## config.mk

```make
export PLATFORM = sky130hd
export DESIGN_NAME = riscv_mem_arbiter
export DESIGN_NICKNAME = d
export VERILOG_FILES = /design/src/rtl/riscv_pkg.sv /design/src/rtl/riscv_tag_fifo.sv /design/src/rtl/riscv_mem_arbiter.sv
export SDC_FILE = /design/constraint.sdc
export NUM_CORES = 1
export LEC_CHECK = 0
export CORE_AREA = 5 5 107 109
export CTS_CLUSTER_SIZE = 16
export DETAILED_ROUTE_END_ITERATION = 10
export DIE_AREA = 0 0 112 114
export PLACE_DENSITY = 0.74
export SYNTH_ARGS = -nofsm -noshare
export SYNTH_HDL_FRONTEND = slang
export SYNTH_SLANG_ARGS = --single-unit
```

## constraint.sdc

```tcl
create_clock -name master_clk -period 2.37 [get_ports master_clk]
set_input_delay 0.474 -clock master_clk [delete_from_list [all_inputs] [get_ports master_clk]]
set_output_delay 0.474 -clock master_clk [all_outputs]
set_load 0.005 [all_outputs]
```

## src/rtl/riscv_pkg.sv

```systemverilog
`default_nettype none
// ============================================================================
// Module      : riscv_pkg
// Description : Shared types for the instruction/data memory arbiter.
// Revision    : 1.0 - initial release
// ============================================================================
package riscv_pkg;

    typedef enum logic {
        SRC_IF = 1'b0,
        SRC_DM = 1'b1
    } arb_src_t;

    typedef struct packed {
        arb_src_t src;
        logic     discard;
    } arb_tag_t;

endpackage
`default_nettype wire

```

## src/rtl/riscv_tag_fifo.sv

```systemverilog
`default_nettype none
// ============================================================================
// Module      : riscv_tag_fifo
// Description : In-order tag FIFO recording the issuer of each memory request.
// Revision    : 1.0 - initial release
// ============================================================================
module riscv_tag_fifo
    import riscv_pkg::*;
#(
    parameter int DEPTH = 4
) (
    input  logic                       clk,
    input  logic                       rst,
    input  logic                       push_i,
    input  arb_tag_t                   push_tag_i,
    input  logic                       pop_i,
    input  logic                       mark_discard_i,
    output arb_tag_t                   head_o,
    output logic [$clog2(DEPTH+1)-1:0] count_o,
    output logic                       full_o,
    output logic                       empty_o
);

    localparam int CW = $clog2(DEPTH + 1);
    localparam int PW = (DEPTH > 1) ? $clog2(DEPTH) : 1;
    localparam logic [PW-1:0] C_LAST  = PW'(DEPTH - 1);
    localparam logic [CW-1:0] C_DEPTH = CW'(DEPTH);

    arb_tag_t        mem_q [DEPTH];
    logic [PW-1:0]   wr_ptr_q;
    logic [PW-1:0]   rd_ptr_q;
    logic [CW-1:0]   count_q;

    always_ff @(posedge clk) begin
        if (rst) begin
            wr_ptr_q <= '0;
            rd_ptr_q <= '0;
            count_q  <= '0;
            for (int i = 0; i < DEPTH; i++) begin
                mem_q[i] <= '0;
            end
        end else begin
            // Stale slots may be marked too; a push overwrites the whole entry.
            for (int i = 0; i < DEPTH; i++) begin
                if (mark_discard_i && (mem_q[i].src == SRC_IF)) begin
                    mem_q[i].discard <= 1'b1;
                end
            end
            if (push_i) begin
                mem_q[wr_ptr_q] <= push_tag_i;
                wr_ptr_q        <= (wr_ptr_q == C_LAST) ? '0 : wr_ptr_q + PW'(1);
            end
            if (pop_i) begin
                rd_ptr_q <= (rd_ptr_q == C_LAST) ? '0 : rd_ptr_q + PW'(1);
            end
            case ({push_i, pop_i})
                2'b10:   count_q <= count_q + CW'(1);
                2'b01:   count_q <= count_q - CW'(1);
                default: count_q <= count_q;
            endcase
        end
    end

    assign head_o  = mem_q[rd_ptr_q];
    assign count_o = count_q;
    assign full_o  = (count_q == C_DEPTH);
    assign empty_o = (count_q == '0);

endmodule
`default_nettype wire

```

## src/rtl/riscv_mem_arbiter.sv

```systemverilog
`default_nettype none
// ============================================================================
// Module      : riscv_mem_arbiter
// Description : Shares one memory port between fetch and load/store requesters.
// Revision    : 1.0 - initial release
// ============================================================================
module riscv_mem_arbiter
    import riscv_pkg::*;
#(
    parameter int WIDTH           = 32,
    parameter int MAX_OUTSTANDING = 4,
    parameter int STARVE_LIMIT    = 8
) (
    input  logic                                 master_clk,
    input  logic                                 master_rst,
    input  logic                                 if_req_valid,
    output logic                                 if_req_ready,
    input  logic [WIDTH-1:0]                     if_req_addr,
    output logic                                 if_rsp_valid,
    output logic [WIDTH-1:0]                     if_rsp_data,
    input  logic                                 if_flush,
    input  logic                                 dm_req_valid,
    output logic                                 dm_req_ready,
    input  logic [WIDTH-1:0]                     dm_req_addr,
    input  logic                                 dm_req_we,
    input  logic [WIDTH-1:0]                     dm_req_wdata,
    input  logic [WIDTH/8-1:0]                   dm_req_be,
    output logic                                 dm_rsp_valid,
    output logic [WIDTH-1:0]                     dm_rsp_data,
    output logic                                 mem_req_valid,
    input  logic                                 mem_req_ready,
    output logic [WIDTH-1:0]                     mem_req_addr,
    output logic                                 mem_req_we,
    output logic [WIDTH-1:0]                     mem_req_wdata,
    output logic [WIDTH/8-1:0]                   mem_req_be,
    input  logic                                 mem_rsp_valid,
    input  logic [WIDTH-1:0]                     mem_rsp_data,
    output logic [$clog2(MAX_OUTSTANDING+1)-1:0] outstanding,
    output logic                                 arb_err
);

    localparam int SW = $clog2(STARVE_LIMIT + 1);
    localparam logic [SW-1:0] C_STARVE_MAX = SW'(STARVE_LIMIT);

    logic          gnt_if;
    logic          gnt_dm;
    logic          push;
    logic          pop;
    logic          if_xfer;
    logic          fifo_full;
    logic          fifo_empty;
    arb_tag_t      push_tag;
    arb_tag_t      head;
    logic [SW-1:0] starve_q;
    logic [SW-1:0] starve_d;
    logic          arb_err_q;

    // DM has priority until fetch has lost STARVE_LIMIT cycles in a row.
    always_comb begin
        gnt_if = 1'b0;
        gnt_dm = 1'b0;
        if (!fifo_full) begin
            if (dm_req_valid && (starve_q < C_STARVE_MAX)) begin
                gnt_dm = 1'b1;
            end else if (if_req_valid && !if_flush) begin
                gnt_if = 1'b1;
            end else if (dm_req_valid) begin
                gnt_dm = 1'b1;
            end
        end
    end

    assign mem_req_valid = gnt_if | gnt_dm;
    assign mem_req_addr  = gnt_if ? if_req_addr : dm_req_addr;
    assign mem_req_we    = gnt_dm & dm_req_we;
    assign mem_req_wdata = gnt_dm ? dm_req_wdata : '0;
    assign mem_req_be    = gnt_if ? '1 : dm_req_be;

    assign if_req_ready  = gnt_if & mem_req_ready;
    assign dm_req_ready  = gnt_dm & mem_req_ready;

    assign if_xfer = if_req_valid & if_req_ready;
    assign push    = mem_req_valid & mem_req_ready;
    assign pop     = mem_rsp_valid & !fifo_empty;

    always_comb begin
        push_tag.src     = gnt_if ? SRC_IF : SRC_DM;
        push_tag.discard = 1'b0;
    end

    always_comb begin
        starve_d = starve_q;
        if (!if_req_valid || if_xfer) begin
            starve_d = '0;
        end else if (starve_q < C_STARVE_MAX) begin
            starve_d = starve_q + SW'(1);
        end
    end

    always_ff @(posedge master_clk) begin
        if (master_rst) begin
            starve_q  <= '0;
            arb_err_q <= 1'b0;
        end else begin
            starve_q <= starve_d;
            if (mem_rsp_valid && fifo_empty) begin
                arb_err_q <= 1'b1;
            end
        end
    end

    riscv_tag_fifo #(
        .DEPTH (MAX_OUTSTANDING)
    ) u_tag_fifo (
        .clk            (master_clk),
        .rst            (master_rst),
        .push_i         (push),
        .push_tag_i     (push_tag),
        .pop_i          (pop),
        .mark_discard_i (if_flush),
        .head_o         (head),
        .count_o        (outstanding),
        .full_o         (fifo_full),
        .empty_o        (fifo_empty)
    );

    // A fetch response arriving in the flush cycle is dropped as well.
    assign if_rsp_valid = pop & (head.src == SRC_IF) & !head.discard & !if_flush;
    assign dm_rsp_valid = pop & (head.src == SRC_DM);
    assign if_rsp_data  = mem_rsp_data;
    assign dm_rsp_data  = mem_rsp_data;
    assign arb_err      = arb_err_q;

endmodule
`default_nettype wire

```

==> run_results.csv <==
group,metric,value,unit
clocking,clk_path_buf_depth,2,
logic_synthesis,ys.flop_type,"dfxtp_1",
setup_path,critPathCaptureType,"primary output",
cells_and_area,diodes,0,
setup_path,max_stage_delay,0.34,ns
logic_synthesis,netlist_area,2360,sq um
clocking,path_clk_slew,0.08,ns
flow_run,maxCapViolCount,0,
setup_path,critical-path-slowest-cell,"dfxtp_2",
min_path,hold_class,"register to register",
floorplan,die_w,112,um
global_routing,globalRouteMet3Util,6.21,%
timing,period_share,99.7,%
global_routing,grt_pass1_vias,2663,
timing,tightest_slew,0.459,ns
clocking,clk_latency,0.27,ns
floorplan,rows,38,
detailed_routing,routedWlPerCell,17.8,um
clocking,cts-buffers-inserted,3,
clocking,cts_tree,"built",
logic_synthesis,syn-instance-count,256,
logic_synthesis,ys_types,43,
detailed_routing,drc,0,
floorplan,initial_core_util,22.5,%
clocking,htree_levels,1,
setup_path,critPathLaunchType,"register",
global_routing,busiest_layer,"met2",
cells_and_area,multi_input_area,1340,sq um
timing,period_needed,2.36,ns
setup_path,crit_fanout,3,
timing,finalSetupViolations,0,
cells_and_area,register_area,485,sq um
global_routing,grt-ovfl-total,0,
setup_path,path_cells,"nor3b_4 > nor3_4 > buf_6 > buf_6 > buf_16 > buf_12 > mux2_4 > buf_6",
run_status,status,"finished, final reports clean",
clocking,cts_root_buf,"clkbuf_8",
clocking,clock-sinks,22,
timing,fmax,0.423,GHz
setup_path,crit_top_cell,"buf_6",
global_routing,grt_use_met1,15.0,%
logic_synthesis,ys_warn_count,0,
floorplan,fp.dieArea,12800,sq um
timing,rsz0062_at_grt,"yes",
global_routing,antenna_found_initial,0,
cells_and_area,fin_nets,565,
global_routing,met2_usage,27.7,%
place,dpl-instance-area,4060,sq um
place,port_buffers,185,
logic_synthesis,syn_avg_cell_area,9.22,sq um
power,power,2.00,mW
global_routing,grt_start_max_net_pins,20,
detailed_routing,via_per_inst,4.22,
cells_and_area,fin_util,41.7,%
setup_path,crit_type,"register to primary output",
logic_synthesis,yosys.area.top_type,"buf_4",
floorplan,fp.dieH,114,um
place,dp_hpwl,7910,um
logic_synthesis,ys_ff_latch,22,
logic_synthesis,synth_top_area_share,20.7,%
logic_synthesis,synth.area.top_cells,"buf_4 21%, dfxtp_1 15%, mux2_4 13%",
floorplan,pin_count,282,
timing,skew,0.00690,ns
logic_synthesis,synthMostInstantiatedCell,"buf_4",
timing,relSlewSlack,68.6,%
power,p_leak,1.98,nW
timing,hold_viol_final,0,
setup_path,cp.arrival,1.89,ns
setup_path,required,1.90,ns
detailed_routing,via_count,2347,
logic_synthesis,synthesis.nets,404,
floorplan,design.core.area,10500,sq um
power,power_density,457,nW/um^2
detailed_routing,drtAntennaViolNets,0,
global_routing,grt_usage,14.7,%
cells_and_area,areaGrowthSynthToFinish,85.6,%
power,vdd_drop_max,0.245,mV
logic_synthesis,synth_common_cells,"65 x buf_4, 34 x and2_1, 20 x mux2_4, 18 x dfxtp_1, 15 x inv_1",
detailed_routing,drt_iter0_markers,83,
clocking,hold_buffers,0,
logic_synthesis,ys_async_sr_fraction,0,%
place,place_congestion,0.873,
cells_and_area,finish.instance_area,4380,sq um
logic_synthesis,synth.yosys.seq_area_share,20.4,%
global_routing,grt_first_pass_wirelength,14800,um
logic_synthesis,synth_enable_flop_cells,4,
cells_and_area,fillers,1027,
detailed_routing,wl,9880,um
timing,finalMaxSlewViolations,0,
detailed_routing,drt_pass1_iterations,4,
cells_and_area,drive_above_1_share,31.7,%
critical path: cells and delay by family, from the launching register on:
family	cells	cell delay (ns)
buffers and inverters	5	0.63
muxes	1	0.31
and+or+nand+nor	2	0.35
DFF	1	0.34
state kept, by name, indices dropped and copies added, names as in the netlist, named ones only:
| name | count |
|---|---|
| arb_err | 1 |
| starve_q | 4 |
| u_tag_fifo.count_o | 3 |
| u_tag_fifo.mem_q | 8 |
| u_tag_fifo.rd_ptr_q | 2 |
| u_tag_fifo.wr_ptr_q | 2 |
area by class of cell:
type,count,area share [%]
Timing Repair Buffer,229,51.4
Multi-Input combinational cell,145,30.7
Sequential cell,22,11.1
Tap cell,140,4.00
Clock buffer,4,1.51
Inverter,16,1.37
cells by family after synthesis:
kind of cell               count (synthesis)  share of synthesized area [%]
and+or+nand+nor                           69                           18.0
xor gates and xnor gates                   4                           1.48
DFF                                       22                           20.4
muxes                                     37                           21.6
adders and majority gates                  8                           4.56
AOI/OAI and AO/OA                         27                           8.48
buffers and inverters                     89                           25.5
stage by stage:
| step | hold slack, ns | setup WS, ns | TNS, ns | cells |
|---|---|---|---|---|
| 2_1_floorplan | 0.460 | 0.136 | 0 | 256 |
| 3_3_place_gp | 0.452 | -0.584 | -36.55 | 531 |
| 3_5_place_dp | 0.461 | -0.606 | -37.50 | 531 |
| 4_1_cts | 0.483 | -0.0936 | -0.642 | 558 |
| 5_1_grt | 0.525 | -0.0550 | -1.41 | 556 |
| 6_report | 0.483 | 0.00720 | 0 | 556 |
routing by layer:
metal	routed length [um]	vias to the layer above
met5	0	-
met4	176	0
met3	1200	15
met2	4990	188
met1	3510	1036
li1	-	1108
where the power goes:
part           internal [mW]  switching, mW
Clock                  0.183          0.127
Sequential             0.450         0.0463
Combinational          0.749          0.448
timing repair:
item                                    in CTS  in global routing
endpoints found under the setup margin      76                 63
pin swaps                                    3                  2
buffers inserted                            18                  1
resized for setup                          208                 13
gates cloned                                 5                  0
path summary, 6_finish.rpt:
kind	from	endpoint	slack, ns	depth (start not counted)
setup / recovery	u_tag_fifo.count_o[0]$_SDFFE_PP0P_	mem_req_addr[0]	0.007	8
hold / removal	arb_err$_SDFFE_PP0P_	arb_err$_SDFFE_PP0P_	0.48	2
setup reg to reg	u_tag_fifo.count_o[0]$_SDFFE_PP0P_	u_tag_fifo.count_o[2]$_SDFFE_PP0P_	0.13	10
hold reg to reg	arb_err$_SDFFE_PP0P_	arb_err$_SDFFE_PP0P_	0.48	2
placed cells by master, fill, tap and decap left out, drive strengths merged, types with 5 or more instances in the layout:
| cell | n |
|---|---|
| a211oi | 5 |
| a21oi | 9 |
| and2 | 34 |
| buf | 67 |
| clkbuf | 12 |
| clkdlybuf4s15 | 8 |
| clkdlybuf4s50 | 109 |
| dfxtp | 18 |
| dlygate4sd2 | 35 |
| ha | 7 |
| inv | 16 |
| mux2 | 32 |
| nor2 | 9 |
| nor3 | 6 |
(Power assumes the default switching activity.)
